File: src/rtl/mem_stage.sv
// Memory pipeline stage: in-order store buffer drained in the background,
// store-to-load forwarding, and blocking load misses over a req/ack port.
module mem_stage #(
    parameter int SB_DEPTH = 4,
    parameter int ADDR_W   = 30
) (
    input  logic                          clk,
    input  logic                          rst,
    input  logic                          dec_mre,
    input  logic                          dec_mwe,
    input  logic [ADDR_W-1:0]             daddr,
    input  logic [31:0]                   ex_sdata,
    input  logic [31:0]                   ex_res,
    input  logic [6:0]                    ex_rd,
    output logic                          n_stall,
    output logic [31:0]                   wb_res,
    output logic [31:0]                   wb_memdata,
    output logic                          wb_mre,
    output logic [6:0]                    wb_rd,
    output logic                          mem_req,
    output logic                          mem_we,
    output logic [ADDR_W-1:0]             mem_addr,
    output logic [31:0]                   mem_wdata,
    input  logic                          mem_ack,
    input  logic [31:0]                   mem_rdata,
    output logic [$clog2(SB_DEPTH+1)-1:0] sb_count,
    output logic [1:0]                    dbg_state
);
    localparam int PTR_W = $clog2(SB_DEPTH);
    localparam int CNT_W = $clog2(SB_DEPTH+1);

    localparam logic [1:0] S_IDLE  = 2'd0;
    localparam logic [1:0] S_DRAIN = 2'd1;
    localparam logic [1:0] S_LOAD  = 2'd2;

    logic [1:0]        state;
    logic [ADDR_W-1:0] sb_addr [SB_DEPTH];
    logic [31:0]       sb_data [SB_DEPTH];
    logic [PTR_W-1:0]  head, tail, idx;
    logic              hit, pop, push, sb_full, load_miss;
    logic [31:0]       hit_data;

    assign dbg_state = state;

    // Walk oldest to youngest so the last match (youngest store) wins.
    always_comb begin
        hit      = 1'b0;
        hit_data = '0;
        idx      = '0;
        for (int i = 0; i < SB_DEPTH; i++) begin
            idx = head + PTR_W'(i);
            if (CNT_W'(i) < sb_count && sb_addr[idx] == daddr) begin
                hit      = 1'b1;
                hit_data = sb_data[idx];
            end
        end
    end

    assign pop       = (state == S_DRAIN) && mem_ack;
    assign sb_full   = (sb_count == CNT_W'(SB_DEPTH));
    assign push      = dec_mwe && (!sb_full || pop);
    assign load_miss = dec_mre && !dec_mwe && !hit;

    always_comb begin
        if (dec_mwe)
            n_stall = push;
        else if (load_miss)
            n_stall = (state == S_LOAD) && mem_ack;
        else
            n_stall = 1'b1;
    end

    always_ff @(posedge clk) begin
        if (push) begin
            sb_addr[tail] <= daddr;
            sb_data[tail] <= ex_sdata;
        end
    end

    always_ff @(posedge clk) begin
        if (rst) begin
            state      <= S_IDLE;
            head       <= '0;
            tail       <= '0;
            sb_count   <= '0;
            mem_req    <= 1'b0;
            mem_we     <= 1'b0;
            mem_addr   <= '0;
            mem_wdata  <= '0;
            wb_res     <= '0;
            wb_memdata <= '0;
            wb_mre     <= 1'b0;
            wb_rd      <= '0;
        end else begin
            if (push) tail <= tail + PTR_W'(1);
            if (pop)  head <= head + PTR_W'(1);
            if (push && !pop)
                sb_count <= sb_count + CNT_W'(1);
            else if (pop && !push)
                sb_count <= sb_count - CNT_W'(1);

            // Every request returns to IDLE on ack, so two requests never overlap.
            case (state)
                S_IDLE: begin
                    if (load_miss) begin
                        state    <= S_LOAD;
                        mem_req  <= 1'b1;
                        mem_we   <= 1'b0;
                        mem_addr <= daddr;
                    end else if (sb_count != '0) begin
                        state     <= S_DRAIN;
                        mem_req   <= 1'b1;
                        mem_we    <= 1'b1;
                        mem_addr  <= sb_addr[head];
                        mem_wdata <= sb_data[head];
                    end
                end
                S_DRAIN, S_LOAD: begin
                    if (mem_ack) begin
                        state   <= S_IDLE;
                        mem_req <= 1'b0;
                    end
                end
                default: state <= S_IDLE;
            endcase

            if (n_stall) begin
                wb_rd  <= ex_rd;
                wb_mre <= dec_mre && !dec_mwe;
                if (dec_mre && !dec_mwe)
                    wb_memdata <= hit ? hit_data : mem_rdata;
                else if (!dec_mwe)
                    wb_res <= ex_res;
            end else begin
                wb_rd  <= '0;
                wb_mre <= 1'b0;
            end
        end
    end
endmodule

File: config.mk
export PLATFORM = sky130hd
export DESIGN_NAME = mem_stage
export DESIGN_NICKNAME = d
export VERILOG_FILES = /design/src/rtl/mem_stage.sv
export SDC_FILE = /design/constraint.sdc
export NUM_CORES = 1
export LEC_CHECK = 0
export CORE_ASPECT_RATIO = 0.9
export CORE_MARGIN = 4
export CORE_UTILIZATION = 25
export DETAILED_ROUTE_END_ITERATION = 12
export GPL_TIMING_DRIVEN = 1
export PLACE_DENSITY = 0.44
export RECOVER_POWER = 50
export SETUP_SLACK_MARGIN = 0.1
export SLEW_MARGIN = 20
export SYNTH_ARGS = -nofsm -noshare
export SYNTH_HDL_FRONTEND = slang
export SYNTH_SLANG_ARGS = --single-unit
File: constraint.sdc
create_clock -name clk -period 3.7 [get_ports clk]
set_input_delay 0.74 -clock clk [delete_from_list [all_inputs] [get_ports clk]]
set_output_delay 0.74 -clock clk [all_outputs]
set_load 0.02 [all_outputs]
==> summary.txt, run 1 <==
======================================================================================
Leftover overflow at the end of global routing ..........................            0
Share of total power in the clock network ...............................        0.289
First drt pass iteration count ..........................................            5
Net count after synthesis ...............................................         2024
Area of the mapped netlist ..............................................   0.0225 mm²
Clock transition at the registers of the reported paths .................      0.06 ns
Distinct cell type count after synthesis ................................           72
Number of rows in the core area .........................................          104
CTS sink count ..........................................................          395
Setup ws final ..........................................................    -0.685 ns
CTS tree ................................................................          yes
Final Slew Violations ...................................................           32
Hold path startpoint ....................................................   wb_res[14]
Net switching power figure ..............................................      6450 µW
Run status .............................................................. finished, violations left
Highest metal layer with signal wires ...................................         met5
Tightest Pin Transition .................................................      1.75 ns
Wl on met1 ..............................................................     42600 µm
DRC viols ...............................................................            0
Dpl hpwl ................................................................     65900 µm
Vias in the first global route ..........................................        19.3k
Detailed-route via count ................................................        19.0k
Hold EP .................................................................   wb_res[14]
Internal power ..........................................................     11700 µW
Crit path kind .......................................................... register to output pin
Root Driver .............................................................    clkbuf_16
Area growth from synthesis to layout ....................................        45.6%
Depth of the CTS H-tree .................................................            2
Number of max-cap violations ............................................            1
Synthesized netlist cell count ..........................................         1874
Worst supply voltage drop on vdd ........................................     0.441 mV
Ratio of routed vias to standard cells ..................................         5.13
EDFF count, synth .......................................................          248
Area share of the largest cell type after synthesis .....................        0.331
Top cells by area in the synthesized netlist ............................ edfxtp_1 33%, dfxtp_1 13%, mux4_2 12%
Largest fanout of any net on the critical path ..........................            9
Maximum clock frequency .................................................      228 MHz
Finish-stage setup viols ................................................           96
Leakage power total .....................................................    0.0112 µW
Number of buffers created by CTS ........................................           51
Max clock buf depth .....................................................            3
Detail-routed net length per standard cell ..............................      25.4 µm
Unrepaired setup endpoints after global routing .........................          yes
Fin cells ...............................................................         3694
Sequential group share of total power ...................................        0.325
Final cycle utilization of the critical path ............................         1.19
Hold buffer count at cts ................................................            0
Layout cell share with drive strength beyond 1 ..........................        0.309
Core Region .............................................................   0.0894 mm²
Number of cells on the worst reg-to-reg path ............................           21
Fillcell total ..........................................................         8662
Weighted congestion reported at the end of routability-driven placement .        0.903
Overall global routing resource usage ...................................        0.189
DR iter-0 viols .........................................................         1595
Crit path time final ....................................................      4.38 ns
Primary FF master, synth ................................................     edfxtp_1
Class of the tightest hold or removal check ............................. register to register
Yosys reg bits ..........................................................          395
Setup slack on the worst flop-to-flop path ..............................     -0.47 ns
Place WS ................................................................     -1.12 ns
Kind of start point of the critical path ................................     register
Detail Route Antenna Nets ...............................................            0
Sum of routed wire length over all layers ...............................     93900 µm
Clock network latency to the later pin of the worst-skew pair ...........      0.63 ns
Data arrival, critical path .............................................      3.64 ns
Die Y ...................................................................       293 µm
Power Density ...........................................................   553 mW/mm²
WL met3 .................................................................      6570 µm
Multi-input combinational cell area .....................................   0.0119 mm²
Die outline width .......................................................       324 µm
Destination of the worst register-to-register timing path ............... mem_addr[11]
Initial antenna violation count .........................................           17
Synth warn ..............................................................            0
Sum of met2 wire segment lengths after detailed routing .................     42100 µm
Skew final ..............................................................    0.0371 ns
Worst r2r src ...........................................................      head[1]
I/O pins ................................................................          280
Library cell occupying the most area in the post-synthesis netlist ......     edfxtp_1
CP required .............................................................      2.96 ns
Die Footprint ...........................................................   0.0950 mm²
Combinational Power Share ...............................................        0.386
Maximum number of pins on one net before global-route repair ............           77
Switching part of the total .............................................        0.355
Sequential area share after synthesis ...................................        0.461
Failing checks .......................................................... max-capacitance violations, max-slew violations, negative setup slack
Post-synth ARST share ...................................................            0
Worst rel slew slack ....................................................       -0.168
# placed instances ......................................................         3526
Starting Density ........................................................        0.252
Number of nets at the end of the flow ...................................         2626
Crit path launch ........................................................      head[1]
Area occupied by registers ..............................................   0.0104 mm²
Endpoint kind of the worst setup timing path ............................   output pin
Wire length of the first global-routing pass ............................    134000 µm
Worst Hold Path Cells ...................................................            2
Final Hold Violating Endpoints ..........................................            0
Number of buffers added on ports ........................................          279
Average cell area after synthesis .......................................     12.0 µm²
======================================================================================
==> layout by cell type (no fill, tap or decap), types with 11 or more instances in the layout <==
cell and instances:
a211oi_1 47, a21oi_1 108, a21oi_2 17, a221o_1 34
a221oi_2 24, a22oi_1 20, a31oi_1 21, and3_1 26
buf_12 53, buf_4 312, buf_6 23, clkbuf_1 56
clkbuf_16 55, clkdlybuf4s50_1 216, dfxtp_1 143, dlygate4sd3_1 61
edfxtp_1 248, ha_1 11, inv_1 52, mux2_2 16
mux2i_1 179, mux2i_2 12, mux4_2 120, nand2_1 96
nand2b_1 29, nand3_1 13, nand3_2 23, nor2_1 32
nor2b_1 28, nor3_1 13, o211ai_1 36, o21ai_0 51
o21ai_1 15, o22ai_1 11, xnor2_1 76, xor2_1 34
==> worst max-delay path by stage <==
stage | cells past startpoint | slack (ns) | end
finish | 13 | -0.68 | n_stall
global route | 10 | -0.78 | n_stall
CTS | 10 | -0.75 | n_stall
detailed placement | 10 | -1.12 | n_stall
global placement | 10 | -1.07 | n_stall
floorplan | 12 | 0.09 | n_stall
==> stage by stage <==
stage	TNS, ns	instance area, µm²	hold slack [ns]	power [µW]	utilization
6_report	-31.98	32800	0.455	18200	0.367
5_1_grt	-39.37	32800	0.473	19000	0.367
4_1_cts	-16.42	32400	0.456	18200	0.363
3_5_place_dp	-65.41	29400	0.448	12300	0.328
3_3_place_gp	-64.28	29400	0.441	12200	0.328
2_1_floorplan	0	22600	0.534	9210	-
==> synthesized netlist by cell type (6+ instances only) <==
master and n:
xor2_1 39, dfxtp_1 147, nor2_1 33, a221oi_1 15
buf_1 26, xnor2_1 80, nand2b_1 30, mux2_2 16
nand3_1 42, a21boi_1 6, mux2i_1 195, nor2b_1 28
nand4_1 10, a22oi_1 21, a221o_1 34, ha_1 12
buf_4 9, and2_1 9, edfxtp_1 248, o22ai_1 12
o21ai_0 52, o21ai_1 16, a211oi_1 49, mux2_1 6
inv_1 52, a221oi_2 19, nand2_1 97, buf_6 13
o221a_1 8, mux4_2 120, a31oi_1 23, buf_2 32
and3_1 27, o32ai_1 12, nor3_1 14, o211ai_1 36
nor4_1 7, clkbuf_1 94, a21oi_1 125
==> layer usage <==
layer,vias to the layer above,global-route usage
li1,8538,-
met1,9597,0.265
met2,683,0.292
met3,131,0.0401
met4,2,0.0623
met5,-,0
==> critical path, stage by stage (launching register included) <==
cell and delay (ns):
dfxtp_4 0.36, buf_12 0.13, buf_16 0.14, buf_4 0.15
buf_8 0.15, mux2_4 0.36, a222oi_1 0.35, nor2_1 0.07
a211oi_1 0.36, o2111a_2 0.33, a2bb2o_4 0.18, nor4_4 0.06
a21oi_4 0.22, buf_6 0.15
==> flip-flops by register name, summed over array words and instances, names as in the netlist, named ones only <==
register and count:
head 2, wb_memdata 32, wb_mre 1, wb_res 32, tail 2, sb_addr 120
mem_wdata 32, mem_addr 30, mem_we 1, mem_req 1, wb_rd 7, sb_data 128
sb_count 3, dbg_state 2
==> cells by family (layout without fill, tap and decap cells) <==
| kind of cell | count (synthesis) | in the layout | share of synthesized area |
|---|---|---|---|
| buf+inv | 232 | 877 | 0.0478 |
| flops | 395 | 395 | 0.461 |
| mux | 338 | 338 | 0.218 |
| compound gates | 461 | 461 | 0.147 |
| other cells | 0 | 9 | 0 |
| simple gates | 317 | 317 | 0.0728 |
| xor+xnor | 119 | 119 | 0.0463 |
| fa+ha+maj | 12 | 12 | 0.00666 |
==> what timing repair did <==
item | 4_1_cts | 5_1_grt
pin swaps | 22 | 42
endpoints found under the setup margin | 106 | 99
cloned | 11 | 2
setup buffers | 32 | 24
gates resized for setup | 132 | 87
==> power by group through the flow <==
stage	sequential, µW	combinational [µW]	clock, µW
detailed placement	6010	6310	0
CTS	5890	6880	5390
global placement	5980	6260	0
finish	5900	7010	5240
floorplan	6230	2980	0
global route	5960	7460	5560
==> final cells by class <==
| class | instances | share of cell area |
|---|---|---|
| tap | 1166 | 0.0445 |
| inverter | 55 | 0.00667 |
| clock buffer | 78 | 0.0464 |
| clock inverter | 18 | 0.00847 |
| timing repair buffer | 726 | 0.214 |
| antenna | 9 | 0.000686 |
| sequential | 395 | 0.317 |
| multi-input combinational | 1247 | 0.362 |
Note: power is estimated with default switching activity, not from simulation.
==> run 2: changes to the inputs <==
--- a/config.mk
+++ b/config.mk
@@ -5,6 +5,7 @@
 export SDC_FILE = /design/constraint.sdc
 export NUM_CORES = 1
 export LEC_CHECK = 0
+export ABC_AREA = 0
 export CORE_ASPECT_RATIO = 0.9
 export CORE_MARGIN = 4
 export CORE_UTILIZATION = 25
==> results of run 2 <==
Final layout, timing and power as in run 1 (identical DEF).
